==> src/rtl/battleship_pkg.sv <==
// Shared board geometry, cell/coordinate types and the CPU shot FSM states.
// Coordinate helpers split a linear cell index (row-major) into fila/columna.
package battleship_pkg;

  localparam int BOARD_N = 5;
  localparam int CELLS   = BOARD_N * BOARD_N;

  typedef logic [2:0] coord_t;
  typedef logic [4:0] cell_idx_t;

  typedef enum logic [2:0] {
    IDLE,
    PICK,
    PROBE,
    ISSUE,
    WAIT,
    FULL
  } state_t;

  function automatic coord_t row_of(input cell_idx_t idx);
    return coord_t'(idx / 5'(BOARD_N));
  endfunction

  function automatic coord_t col_of(input cell_idx_t idx);
    return coord_t'(idx % 5'(BOARD_N));
  endfunction

  // Linear probing walks the board in index order and wraps after the last cell.
  function automatic cell_idx_t next_cell(input cell_idx_t idx);
    return (idx == 5'(CELLS - 1)) ? '0 : idx + 5'd1;
  endfunction

endpackage

==> src/rtl/lfsr5.sv <==
// 5-bit Fibonacci LFSR for x^5+x^3+1 (period 31), reloaded with SEED on reset.
module lfsr5 #(
  parameter logic [4:0] SEED = 5'b00011
) (
  input  logic       clk,
  input  logic       reset,
  input  logic       step_i,
  output logic [4:0] state_o
);

  logic [4:0] lfsr_q;

  always_ff @(posedge clk or negedge reset) begin
    if (!reset) begin
      lfsr_q <= SEED;
    end else if (step_i) begin
      lfsr_q <= {lfsr_q[3:0], lfsr_q[4] ^ lfsr_q[2]};
    end
  end

  assign state_o = lfsr_q;

endmodule

==> src/rtl/cpu_shot_issuer.sv <==
// CPU opponent turn engine: picks an unfired cell from an LFSR (probing past
// already-fired cells), offers it to the board registry and tracks the replies.
module cpu_shot_issuer
  import battleship_pkg::*;
#(
  parameter logic [4:0] SEED         = 5'b00011,
  parameter int         RESP_TIMEOUT = 16
) (
  input  logic       clk,
  input  logic       reset,
  input  logic       start,
  input  logic       new_game,
  input  logic       shot_ready,
  input  logic       resp_valid,
  input  logic       resp_accept,
  output logic       shot_valid,
  output logic [2:0] fila,
  output logic [2:0] columna,
  output logic       done,
  output logic [4:0] shots_used,
  output logic       board_full
);

  localparam int TMO_W = $clog2(RESP_TIMEOUT) + 1;

  state_t           state_q;
  logic [CELLS-1:0] mask_q;
  logic [CELLS-1:0] mask_d;
  cell_idx_t        idx_q;
  cell_idx_t        cand;
  coord_t           fila_q;
  coord_t           columna_q;
  logic             shot_valid_q;
  logic             done_q;
  logic             board_full_q;
  logic [4:0]       shots_used_q;
  logic [4:0]       shots_used_d;
  logic [TMO_W-1:0] tmo_q;
  logic [4:0]       lfsr_v;
  logic             lfsr_step;
  logic             cand_valid;
  logic             cand_free;
  logic             probe_free;

  assign cand         = lfsr_v - 5'd1;
  assign cand_valid   = (lfsr_v <= 5'(CELLS));
  assign cand_free    = !mask_q[cand];
  assign probe_free   = !mask_q[idx_q];
  assign mask_d       = mask_q | ({{(CELLS-1){1'b0}}, 1'b1} << idx_q);
  assign shots_used_d = (shots_used_q == 5'(CELLS)) ? shots_used_q : shots_used_q + 5'd1;

  // The LFSR advances past out-of-range values and once per latched candidate,
  // so a masked candidate consumes its value only when probing settles.
  always_comb begin
    lfsr_step = 1'b0;
    if (state_q == PICK) begin
      lfsr_step = !cand_valid || cand_free;
    end else if (state_q == PROBE) begin
      lfsr_step = probe_free;
    end
  end

  lfsr5 #(
    .SEED(SEED)
  ) u_lfsr (
    .clk    (clk),
    .reset  (reset),
    .step_i (lfsr_step),
    .state_o(lfsr_v)
  );

  always_ff @(posedge clk or negedge reset) begin
    if (!reset) begin
      state_q      <= IDLE;
      mask_q       <= '0;
      idx_q        <= '0;
      fila_q       <= '0;
      columna_q    <= '0;
      shot_valid_q <= 1'b0;
      done_q       <= 1'b0;
      shots_used_q <= '0;
      board_full_q <= 1'b0;
      tmo_q        <= '0;
    end else begin
      done_q <= 1'b0;
      case (state_q)
        IDLE: begin
          if (new_game) begin
            mask_q       <= '0;
            shots_used_q <= '0;
          end else if (start) begin
            state_q <= PICK;
          end
        end

        PICK: begin
          if (cand_valid) begin
            idx_q <= cand;
            if (cand_free) begin
              fila_q       <= row_of(cand);
              columna_q    <= col_of(cand);
              shot_valid_q <= 1'b1;
              state_q      <= ISSUE;
            end else begin
              state_q <= PROBE;
            end
          end
        end

        PROBE: begin
          if (probe_free) begin
            fila_q       <= row_of(idx_q);
            columna_q    <= col_of(idx_q);
            shot_valid_q <= 1'b1;
            state_q      <= ISSUE;
          end else begin
            idx_q <= next_cell(idx_q);
          end
        end

        ISSUE: begin
          if (shot_ready) begin
            shot_valid_q <= 1'b0;
            tmo_q        <= '0;
            state_q      <= WAIT;
          end
        end

        // Any reply marks the cell fired; once every cell is fired there is
        // nothing left to pick, so the board is reported full.
        WAIT: begin
          if (resp_valid) begin
            mask_q <= mask_d;
            tmo_q  <= '0;
            if (resp_accept) begin
              done_q       <= 1'b1;
              shots_used_q <= shots_used_d;
            end
            if (&mask_d) begin
              board_full_q <= 1'b1;
              state_q      <= FULL;
            end else begin
              state_q <= resp_accept ? IDLE : PICK;
            end
          end else if (tmo_q == TMO_W'(RESP_TIMEOUT - 1)) begin
            tmo_q        <= '0;
            shot_valid_q <= 1'b1;
            state_q      <= ISSUE;
          end else begin
            tmo_q <= tmo_q + TMO_W'(1);
          end
        end

        FULL: begin
          if (new_game) begin
            mask_q       <= '0;
            shots_used_q <= '0;
            board_full_q <= 1'b0;
            state_q      <= IDLE;
          end
        end

        default: begin
          state_q <= IDLE;
        end
      endcase
    end
  end

  assign shot_valid = shot_valid_q;
  assign fila       = fila_q;
  assign columna    = columna_q;
  assign done       = done_q;
  assign shots_used = shots_used_q;
  assign board_full = board_full_q;

endmodule

==> config.mk <==
export PLATFORM = sky130hd
export DESIGN_NAME = cpu_shot_issuer
export DESIGN_NICKNAME = d
export VERILOG_FILES = /design/src/rtl/battleship_pkg.sv /design/src/rtl/lfsr5.sv /design/src/rtl/cpu_shot_issuer.sv
export SDC_FILE = /design/constraint.sdc
export NUM_CORES = 1
export LEC_CHECK = 0
export CAP_MARGIN = 30
export CELL_PAD_IN_SITES_DETAIL_PLACEMENT = 0
export CELL_PAD_IN_SITES_GLOBAL_PLACEMENT = 1
export CORE_ASPECT_RATIO = 1.2
export CORE_MARGIN = 5
export CORE_UTILIZATION = 43
export CTS_BUF_LIST = sky130_fd_sc_hd__clkbuf_4 sky130_fd_sc_hd__clkbuf_8 sky130_fd_sc_hd__clkbuf_16
export CTS_CLUSTER_DIAMETER = 60
export CTS_CLUSTER_SIZE = 14
export DETAILED_ROUTE_END_ITERATION = 10
export GPL_TIMING_DRIVEN = 0
export PLACE_DENSITY = 0.77
export SETUP_SLACK_MARGIN = 0.1
export SKIP_LAST_GASP = 1
export SLEW_MARGIN = 25
export SYNTH_ARGS = -nofsm -noshare
export SYNTH_HDL_FRONTEND = slang
export SYNTH_SLANG_ARGS = --single-unit
==> constraint.sdc <==
create_clock -name clk -period 3.5 [get_ports clk]
set_clock_uncertainty 0.2 [all_clocks]
set_input_delay 0.525 -clock clk [delete_from_list [all_inputs] [get_ports clk]]
set_output_delay 0.525 -clock clk [all_outputs]
set_load 0.005 [all_outputs]
==> results.cfg, run 1 <==
[synthesis]
synth_area_um2 = 4080
ys_warn_count = 0
yosys-top-cells-count = 55 x dfrtp_1, 42 x nor2_1, 26 x a21oi_1, 26 x nand2_1, 26 x o21ai_0
synth_edf_count = 0
synthArstFlopShare = 1.00
synth_area_per_cell_um2 = 9.51
synth_most_common_cell = dfrtp_1
netlist_instances = 429
synth.largest_area_cell = dfrtp_1
synth_seq_area_share = 0.350
yosys_register_bits = 57
synth_top_area_frac = 0.338
synth_area_leaders = dfrtp_1 34%, mux4_2 5.0%, ha_1 4.0%, nor2_1 3.9%, a21oi_1 3.2%
synth_ff_type = dfrtp_1
ys_types = 72
synthesis.nets = 449

[power_and_ir_drop]
p_seq_frac = 0.260
internal-power_w = 0.00205
switchingPower_w = 0.00150
power_frac_clock = 0.225
p_per_area_nw_per_um2 = 697
p_comb_frac = 0.514
switching_share = 0.422
p_leak_nw = 2.16
power_w = 0.00356
vdd_drop_max_uv = 249

[global_route]
met3_usage = 0.0394
met2_usage = 0.351
gr-usage-all-layers = 0.208
grt_use_met1 = 0.263
grt_max_degree = 34
grt_overflow_total = 0
busiest_layer = met2
grt_pass1_wl_mm = 18.9
grt_pass1_vias = 3594
antenna_found_initial = 0

[worst_hold_path]
hold_depth = 1
holdCritStartpoint = fila[0]
hp-class = reg2reg
hold_end = fila[0]

[status]
status = completed

[finish]
design_area_um2 = 5110
area_growth_pct = 25.2
multi_input_area_um2 = 2570
regArea_um2 = 1430
fin_util = 0.542
antenna_cells = 0
drive_gt1_frac = 0.224
layout.nets = 508
nFillCells = 835

[floorplan]
rows = 39
die_y_um = 117
die_area_um2 = 11500
core_um2 = 9420
start_util = 0.433
die_x_um = 98.9
ios = 21

[route]
drt_iter0_markers = 203
dr.pass1.iters = 5
vias = 3684
wl_mm = 11.7
antenna_left = 0
wire_per_inst_um = 19.0
vias_per_cell = 5.99
drc = 0

[timing]
final_max_slew_viol_count = 0
tightest_slew_ns = 0.835
final.min_clock_period_ns = 3.44
rsz0062_at_grt = yes
fmax_mhz = 291
fin_crit_sh = 0.983
hold_viol = 0
relSlewSlack = 0.439
final-setup-viol-count = 0

[clocking]
cts.sinks = 57
clk_pin_slew_ns = 0.05
clock_path_buffers = 2
cts_buffers = 9
htreeDepth = 3
cts_tree = yes
clockRootBuffer = clkbuf_16
clock_latency_ns = 0.33

[placement]
place_area_um2 = 4490
place_congestion = 0.887
portBuffers = 20
place_hpwl_mm = 8.02

[critical_path]
cp_slowest_cell = or4_4
required_ns = 3.50
worst_setup_path_start_kind = register
path_class = reg2reg
r2r_slack_ns = 0.06
arrival_ns = 3.44
worst-path-max-fanout = 6
crit_path_cell_trace = buf_6, or4_4, buf_6, a31oi_4, buf_6, nand2_4, a21o_1, o211ai_1, ha_2, a211oi_4, o21ai_1, nand4_1, a31oi_2, xnor2_1, mux2_2
rr_startpoint = u_lfsr.state_o[2]
regToRegEndpoint = columna[0]
cpMostUsedCell = buf_6
max_stage_delay_ns = 0.47
cp-end-kind = register
rr_worst_depth = 15
cp-startpoint = u_lfsr.state_o[2]

[job]
cap_violations = 0
-- how the worst max path moves through the flow --
stage	end	slack (ns)	cells past startpoint
4_1_cts	columna[1]	0.08	15
2_1_floorplan	columna[1]	0.13	15
6_report	columna[0]	0.06	15
5_1_grt	columna[0]	-0.11	15
3_5_place_dp	columna[0]	-0.34	14
3_3_place_gp	columna[0]	-0.27	14
-- kinds of logic after synthesis --
family | after synthesis | share of synthesized area
simple gates | 150 | 0.201
compound gates | 121 | 0.211
flops | 57 | 0.350
buf+inv | 42 | 0.0546
mux | 35 | 0.118
fa+ha+maj | 13 | 0.0399
xor+xnor | 11 | 0.0255
-- cell usage in the layout (no fill, tap or decap), types with 8 or more instances in the layout --
master,instances
buf_4,25
a32o_1,8
mux2i_1,11
mux4_2,9
a31oi_1,11
nand4_1,12
a21oi_1,26
dfrtp_1,55
nor2b_1,10
mux2_1,8
o21ai_0,24
clkbuf_16,9
nor2_1,42
nand3_1,11
clkdlybuf4s50_1,19
nand2_1,26
inv_1,14
clkbuf_1,9
ha_1,10
-- state kept, by name, summed over array words and instances (netlist names), 3 cells and up --
name / flops
mask_q: 25
idx_q: 5
shots_used: 5
tmo_q: 5
u_lfsr.state_o: 5
columna: 3
fila: 3
state_q: 3
-- per-stage QoR --
| stage | hold slack [ns] | setup TNS (ns) | std cells | setup WS [ns] |
|---|---|---|---|---|
| detailed placement | 0.249 | -1.86 | 573 | -0.335 |
| floorplan | 0.0294 | 0 | 429 | 0.128 |
| global placement | 0.273 | -6.19 | 572 | -0.270 |
| finish | 0.289 | 0 | 615 | 0.0603 |
| global route | 0.317 | -0.178 | 615 | -0.112 |
| CTS | 0.294 | 0 | 600 | 0.0841 |
-- timing repair --
action,4_1_cts,5_1_grt
hold endpoints to repair,24,0
setup buffers,11,15
endpoints found under the setup margin,15,10
resized for setup,16,17
hold buffers,1,0
gates cloned,0,0
pin swaps,6,11
-- worst max-delay path, delay by kind of cell (launching register included) --
family | cells | cell delay, ns
and+or+nand+nor | 3 | 0.64
AOI/OAI and AO/OA | 6 | 1.03
muxes | 1 | 0.26
DFF | 1 | 0.37
buffers and inverters | 3 | 0.42
xor gates and xnor gates | 1 | 0.09
adders and majority gates | 1 | 0.33
-- power groups by stage --
stage               clock network [W]  registers, W  logic, W
finish                       0.000801      0.000926   0.00183
global route                 0.000843      0.000946   0.00200
CTS                          0.000814      0.000923   0.00174
detailed placement                  0      0.000930   0.00168
global placement                    0      0.000925   0.00166
floorplan                           0      0.000894   0.00121
-- cell type report --
type / instances / share of cell area
Multi-Input combinational cell: 330 / 0.504
Sequential cell: 57 / 0.280
Inverter: 16 / 0.0130
Timing Repair Buffer: 48 / 0.0843
Tap cell: 123 / 0.0301
Clock buffer: 11 / 0.0483
Buffer: 26 / 0.0368
Clock inverter: 4 / 0.00392
-- routing by layer --
metal | up-vias | wire, um
met5 | - | 0
met4 | 0 | 289
met3 | 20 | 548
met2 | 113 | 5850
met1 | 1827 | 4990
li1 | 1724 | -
Power figures use the tool's default switching activity.
==> inputs of run 2 (changes only) <==
--- a/config.mk
+++ b/config.mk
@@ -13,13 +13,12 @@
 export CORE_UTILIZATION = 43
 export CTS_BUF_LIST = sky130_fd_sc_hd__clkbuf_4 sky130_fd_sc_hd__clkbuf_8 sky130_fd_sc_hd__clkbuf_16
 export CTS_CLUSTER_DIAMETER = 60
-export CTS_CLUSTER_SIZE = 14
 export DETAILED_ROUTE_END_ITERATION = 10
 export GPL_TIMING_DRIVEN = 0
 export PLACE_DENSITY = 0.77
 export SETUP_SLACK_MARGIN = 0.1
+export SKIP_CTS_REPAIR_TIMING = 1
 export SKIP_LAST_GASP = 1
-export SLEW_MARGIN = 25
 export SYNTH_ARGS = -nofsm -noshare
 export SYNTH_HDL_FRONTEND = slang
 export SYNTH_SLANG_ARGS = --single-unit
==> run 2 against run 1 <==
Compared with the run above: largest cell class unchanged; non-clock buffer count decreased by 3; count of clock-buffer cells in the layout unchanged; via count decreased by 2.5%; the flow now finishes with violations (negative hold slack); combinational power hardly changed; sequential power hardly changed.
==> results.cfg, run 2 (synthesis gave the netlist of run 1 again) <==
[status]
status = finished, violations left
violations = negative hold slack

[job]
cap_violations = 0

[timing]
tightest_slew_ns = 0.835
rsz0062_at_grt = yes
final_max_slew_viol_count = 0
finalSetupTns_ns = 0
fmax_mhz = 290
hold_viol = 2
final.min_clock_period_ns = 3.45
holdWs_ns = -0.00219
relSlewSlack = 0.440
final-setup-viol-count = 0
fin_crit_sh = 0.984

[floorplan]
start_util = 0.433
die_y_um = 117
core_um2 = 9420
rows = 39
die_area_um2 = 11500
die_x_um = 98.9
ios = 21

[route]
drt_iter0_markers = 214
vias = 3591
drc = 0
dr.pass1.iters = 4
wl_mm = 11.4
vias_per_cell = 5.87
wire_per_inst_um = 18.6
antenna_left = 0

[critical_path]
r2r_slack_ns = 0.05
worst-path-max-fanout = 6
cp-end-kind = register
rr_startpoint = u_lfsr.state_o[0]
regToRegEndpoint = columna[0]
rr_worst_depth = 15
arrival_ns = 3.46
required_ns = 3.51
path_class = reg2reg
worst_setup_path_start_kind = register

[finish]
antenna_cells = 0
largest_register_ffs = 25
fin_util = 0.542
layout.nets = 505
design_area_um2 = 5100
final_common_cell = dfrtp_1
final_cell_mix = 55 x dfrtp_1, 42 x nor2_1, 26 x nand2_1, 26 x a21oi_1, 25 x o21ai_0
area_growth_pct = 25.2
top_register = mask_q
fin_cells = 612
drive_gt1_frac = 0.221

[clocking]
htreeDepth = 3
clockRootBuffer = clkbuf_16
cts.sinks = 57
clock_path_buffers = 2
clk_pin_slew_ns = 0.05
cts_tree = yes
cts_buffers = 9
clock_latency_ns = 0.33

[placement]
place_congestion = 0.887
portBuffers = 20
place_hpwl_mm = 7.98
dp.cells = 573
place_area_um2 = 4490

[worst_hold_path]
hp-class = in2async

[power_and_ir_drop]
vdd_drop_max_uv = 284
p_leak_nw = 2.15
p_per_area_nw_per_um2 = 702

[global_route]
grt_overflow_total = 0
grt_max_degree = 34
grt_pass1_vias = 3458
gr-usage-all-layers = 0.198
grt_pass1_wl_mm = 18.0
antenna_found_initial = 0
[run 2: where the power goes]
part	leakage, nW	total (W)	internal [W]	switching, W
Sequential	0.742	0.000925	0.000782	0.000142
Combinational	1.26	0.00180	0.000756	0.00104
Clock	0.146	0.000858	0.000558	0.000300
Total	2.15	0.00358	0.00210	0.00149
[run 2: layout make-up]
type | count | area [um^2]
multi-input cells | 330 | 2580
flip-flops and latches | 57 | 1430
inverters | 16 | 68.8
fillers | 829 | 4310
clock inverters | 4 | 45.0
plain buffers | 26 | 185
clock buffers | 11 | 240
repair buffers | 45 | 407
well taps | 123 | 154
[run 2: per-layer routing]
metal | global-route usage | up-vias | wire length, um
met5 | 0 | - | 0
met3 | 0.0370 | 24 | 613
met1 | 0.252 | 1742 | 4890
li1 | - | 1720 | -
met4 | 0.0829 | 0 | 276
met2 | 0.332 | 105 | 5620
[run 2: worst max path at each step]
| stage | endpoint | start |
|---|---|---|
| 6_report | columna[0] | u_lfsr.state_o[0] |
| 5_1_grt | columna[0] | u_lfsr.state_o[0] |
| 4_1_cts | columna[0] | u_lfsr.state_o[0] |
| 3_5_place_dp | columna[0] | u_lfsr.state_o[0] |
| 3_3_place_gp | columna[0] | u_lfsr.state_o[0] |
| 2_1_floorplan | columna[1] | u_lfsr.state_o[0] |
[run 2: worst max-delay path: stages, from the launching register on]
cell and delay [ns]:
dfstp_2 0.38, buf_4 0.15, or4_4 0.50, buf_6 0.14, a31oi_4 0.24, buf_6 0.15
nand2_4 0.06, a21o_1 0.17, o211ai_1 0.12, ha_2 0.31, a211oi_4 0.07, o21ai_1 0.15
nand4_1 0.12, a31oi_2 0.22, xnor2_1 0.09, mux2_2 0.26
[run 2: metrics by stage]
stage          hold WS, ns  total power, W  worst slack (ns)
4_1_cts            0.00756         0.00348            -0.353
6_report          -0.00219         0.00358            0.0548
3_3_place_gp         0.273         0.00259            -0.270
5_1_grt             0.0436         0.00382            -0.145
3_5_place_dp         0.282         0.00261            -0.323
2_1_floorplan       0.0294         0.00211             0.128
==> inputs of run 3 (changes only) <==
--- a/config.mk
+++ b/config.mk
@@ -11,7 +11,6 @@
 export CORE_ASPECT_RATIO = 1.2
 export CORE_MARGIN = 5
 export CORE_UTILIZATION = 43
-export CTS_BUF_LIST = sky130_fd_sc_hd__clkbuf_4 sky130_fd_sc_hd__clkbuf_8 sky130_fd_sc_hd__clkbuf_16
 export CTS_CLUSTER_DIAMETER = 60
 export DETAILED_ROUTE_END_ITERATION = 10
 export GPL_TIMING_DRIVEN = 0
==> run 3 against run 2 <==
Compared with the run above: the flow still finishes with violations (negative hold slack); sequential cell count is the same; maximum frequency grew 0.54%; design area shrank 0.15%; die area is the same; global-route usage is essentially flat; critical path depth is the same; clock power shrank 2%; largest cell class unchanged.
==> results.cfg, run 3 (synthesis gave the netlist of run 1 again) <==
[timing]
tightest_slew_ns = 0.834
relSlewSlack = 0.440
final_max_slew_viol_count = 0
fin_crit_sh = 0.979
holdWs_ns = -0.00423
rsz0062_at_grt = yes
final-setup-viol-count = 0
fin_ws_ns = 0.0733
final.min_clock_period_ns = 3.43
fmax_mhz = 292
finalSetupTns_ns = 0
hold_viol = 6

[route]
drc = 0
wl_mm = 11.4
vias_per_cell = 5.95
vias = 3643
antenna_left = 0
drt_iter0_markers = 175
wire_per_inst_um = 18.6
dr.pass1.iters = 4

[power_and_ir_drop]
power_w = 0.00356
power_frac_clock = 0.237
internal-power_w = 0.00208
switching_share = 0.416
p_leak_nw = 2.14
vdd_drop_max_uv = 283
switchingPower_w = 0.00148
p_per_area_nw_per_um2 = 699
p_comb_frac = 0.504
p_seq_frac = 0.259

[finish]
antenna_cells = 0
regArea_um2 = 1430
multi_input_area_um2 = 2580
layout.nets = 505
top_register = mask_q
drive_gt1_frac = 0.217
fin_cells = 612
final_cell_mix = 55 x dfrtp_1, 42 x nor2_1, 26 x nand2_1, 26 x a21oi_1, 25 x o21ai_0
largest_register_ffs = 25
final_common_cell = dfrtp_1
design_area_um2 = 5100
nFillCells = 830
area_growth_pct = 25.0

[placement]
dp.cells = 573
portBuffers = 20
place_area_um2 = 4490
place_congestion = 0.887
place_hpwl_mm = 7.98
dpl_worst_slack_ns = -0.323

[critical_path]
worst_setup_path_start_kind = register
cp_slowest_cell = or4_4
max_stage_delay_ns = 0.50
crit_path_cell_trace = buf_4, or4_4, buf_6, a31oi_4, buf_6, xor2_1, nand2_1, o211ai_1, ha_2, a211oi_4, o21ai_1, nand4_1, a31oi_2, xnor2_1, mux2_2
path_class = reg2reg
cpMostUsedCell = buf_6
worst-path-max-fanout = 6
cp.buffers_inverters = 3
arrival_ns = 3.44
required_ns = 3.51
cp-end-kind = register
path_delay_family = compound AO/OA/AOI/OAI gates

[job]
cap_violations = 0

[floorplan]
ios = 21
die_x_um = 98.9
die_y_um = 117
core_um2 = 9420
start_util = 0.433
die_area_um2 = 11500
rows = 39

[clocking]
clock_latency_ns = 0.34
clk_pin_slew_ns = 0.05
clock_path_buffers = 2
clockRootBuffer = clkbuf_16
cts_tree = yes
cts.sinks = 57
htreeDepth = 3
cts_buffers = 9

[worst_hold_path]
hp-class = in2async

[global_route]
grt_max_degree = 34
antenna_found_initial = 0
gr-usage-all-layers = 0.199
grt_pass1_vias = 3459
grt_overflow_total = 0
grt_pass1_wl_mm = 18.0

[status]
violations = negative hold slack
status = finished, violations left
run 3: cell counts in the layout (fill, tap and decap cells not counted):
No cell type changed its count.
run 3: cell type report:
class                   instances  area share
multi-input cells             330       0.505
flip-flops and latches         57       0.280
repair buffers                 45      0.0798
clock buffers                  11      0.0457
plain buffers                  26      0.0363
well taps                     123      0.0302
inverters                      16      0.0135
clock inverters                 4     0.00884
run 3: path summary, 6_finish.rpt:
check                                  start           endpoint  slack [ns]  cells past startpoint
max                        u_lfsr.state_o[0]         columna[0]        0.07                     15
min                                    reset         columna[1]      -0.004                      1
max reg2reg                u_lfsr.state_o[0]         columna[0]        0.07                     15
min reg2reg                          fila[0]            fila[0]        0.29                      1
max in group asynchronous              reset  u_lfsr.state_o[1]        2.46                      2
min in group clk                     fila[0]            fila[0]        0.29                      1
run 3: through the flow:
| stage | hold WS (ns) | util |
|---|---|---|
| after floorplan | 0.0294 | - |
| after global placement | 0.273 | 0.475 |
| after detailed placement | 0.282 | 0.477 |
| after CTS | 0.00798 | 0.506 |
| after global routing | 0.0439 | 0.541 |
| final | -0.00423 | 0.541 |
run 3: power by group through the flow:
| stage | Combinational [W] | Clock [W] | Sequential, W |
|---|---|---|---|
| 3_3_place_gp | 0.00166 | 0 | 0.000925 |
| 4_1_cts | 0.00169 | 0.000851 | 0.000921 |
| 3_5_place_dp | 0.00168 | 0 | 0.000930 |
| 5_1_grt | 0.00197 | 0.000887 | 0.000942 |
| 6_report | 0.00180 | 0.000844 | 0.000924 |
| 2_1_floorplan | 0.00121 | 0 | 0.000894 |
run 3: worst reg2reg max path, stage by stage (launching register included):
cell      delay [ns]
dfstp_2         0.38
buf_4           0.15
or4_4           0.50
buf_6           0.14
a31oi_4         0.24
buf_6           0.15
xor2_1          0.15
nand2_1         0.07
o211ai_1        0.13
ha_2            0.30
a211oi_4        0.07
o21ai_1         0.14
nand4_1         0.12
a31oi_2         0.22
xnor2_1         0.09
mux2_2          0.26
run 3: per-layer routing:
layer / part of all wire / GRT usage
met1: 0.43 / 0.253
met4: 0.027 / 0.0820
met5: 0 / 0
met2: 0.49 / 0.333
met3: 0.045 / 0.0370
==> edit (settings of run 3) <==
Change the package constant `BOARD_N` from 5 to 4.
--- a/src/rtl/battleship_pkg.sv
+++ b/src/rtl/battleship_pkg.sv
@@ -2,7 +2,7 @@
 // Coordinate helpers split a linear cell index (row-major) into fila/columna.
 package battleship_pkg;
 
-  localparam int BOARD_N = 5;
+  localparam int BOARD_N = 4;
   localparam int CELLS   = BOARD_N * BOARD_N;
 
   typedef logic [2:0] coord_t;
Behaviour: not the same (a bounded check fails within 10 cycles, from zero or initial values and one cycle with reset low).
==> edit against run 3 <==
The run still ends with negative hold slack left. Sequential power is 16% lower. Design area fell by 32%. Total power decreased by 33%. Setup slack better by 0.42 ns. Global-route usage down 1.4 points. Wire length decreased by 34%. Sequential cell count shrank 10. Core utilization is 3.8 points lower. Via count decreased by 32%. Area after synthesis is 25% lower. Largest cell class unchanged.
==> edit: results (changes against run 3) <==
.. list-table::
   :header-rows: 1

   * - Metric
     - Value
   * - Total track usage
     - 0.185 (-0.0141)
   * - Global-route wire length before repair
     - 12.9 mm (-28%)
   * - Fillers
     - 665 (-20%)
   * - Post-synthesis xor/xnor area fraction
     - 0.0143 (-0.0112)
   * - Min Hold Slack
     - -0.0131 ns (-0.00887 ns)
   * - Setup Slack @ Placement
     - 0.484 ns (+0.807 ns)
   * - H-Tree Level Count
     - 2 (-1)
   * - Area of all placed cells without fillers
     - 3470 µm² (-32%)
   * - Adder-Cell Fraction of Synth Area
     - 0.0408 (+0.000877)
   * - Worst-case setup margin in the final layout
     - 0.495 ns (+0.422 ns)
   * - Violations in the final reports
     - negative hold slack
   * - Worst path slowest cell
     - sky130_fd_sc_hd__dfstp_2
   * - Max FFs per register
     - 16 (-36%)
   * - Fraction of layout cells with a size suffix above 1
     - 0.102 (-0.114)
   * - Portion of the layout cell area used by clock cells
     - 0.0234 (-0.0311)
   * - Mapped Nets
     - 330 (-27%)
   * - Post-synthesis cell count
     - 313 (-27%)
   * - Final Hold Fails
     - 21 (+15)
   * - Outcome
     - complete, but fails checks
   * - Multi-input gates
     - 236 (-28%)
   * - Critical path data arrival time
     - 2.99 ns (-0.45 ns)
   * - Standby leakage power
     - 1.49 nW (-30%)
   * - Later-pin clock latency in the skew report
     - 0.30 ns (-0.04 ns)
   * - Total Wirelength
     - 7.48 mm (-34%)
   * - Share of cell area taken by muxes after synthesis
     - 0.129 (+0.0117)
   * - Ranking of synthesized cells by area
     - sky130_fd_sc_hd__dfrtp_1, sky130_fd_sc_hd__ha_1, sky130_fd_sc_hd__a21oi_1
   * - Rows
     - 33 (-15%)
   * - I/O Buffers
     - 19 (-5.0%)
   * - Post-route insts no fill
     - 429 (-30%)
   * - Largest net degree at the start of global routing
     - 27 (-21%)
   * - Critical path peak fanout
     - 7 (+1)
   * - Number of logic inverters in the finished layout
     - 12 (-4)
   * - Kind of cell adding the most delay to the critical path
     - multiplexers
   * - Initial core utilization
     - 0.445 (+0.0121)
   * - Area of placed instances
     - 3390 µm² (-25%)
   * - Routability congestion estimate from global placement
     - 0.932 (+5.1%)
   * - Clock buffer count
     - 7 (-4)
   * - Worst IR drop on VDD
     - 242 µV (-14%)
   * - Root buffer cell
     - sky130_fd_sc_hd__clkbuf_8
[edit: cell count changes in the layout (fill, tap and decap cells not counted), moves of 6 or more]
cell	before	now
sky130_fd_sc_hd__mux4_2	9	2
sky130_fd_sc_hd__clkbuf_16	9	0
sky130_fd_sc_hd__nand3_1	11	5
sky130_fd_sc_hd__nand2_1	26	19
sky130_fd_sc_hd__a32o_1	8	1
sky130_fd_sc_hd__a22o_1	7	1
sky130_fd_sc_hd__nand4_1	12	3
sky130_fd_sc_hd__dfrtp_1	55	45
sky130_fd_sc_hd__buf_4	21	1
sky130_fd_sc_hd__o21ai_0	25	15
sky130_fd_sc_hd__nor2_1	42	28
[edit: per-layer routing]
layer	up-vias	global-route usage	wire (µm)
li1	1220	-	-
met1	1198	0.238	3390
met2	32	0.310	3730
met3	12	0.0336	204
met4	0	0.0673	162
met5	-	0	0
[edit: power breakdown]
group          switching (mW)  total [mW]  internal (mW)
clock network           0.181       0.321          0.141
logic                   0.750        1.28          0.533
registers               0.122       0.775          0.653
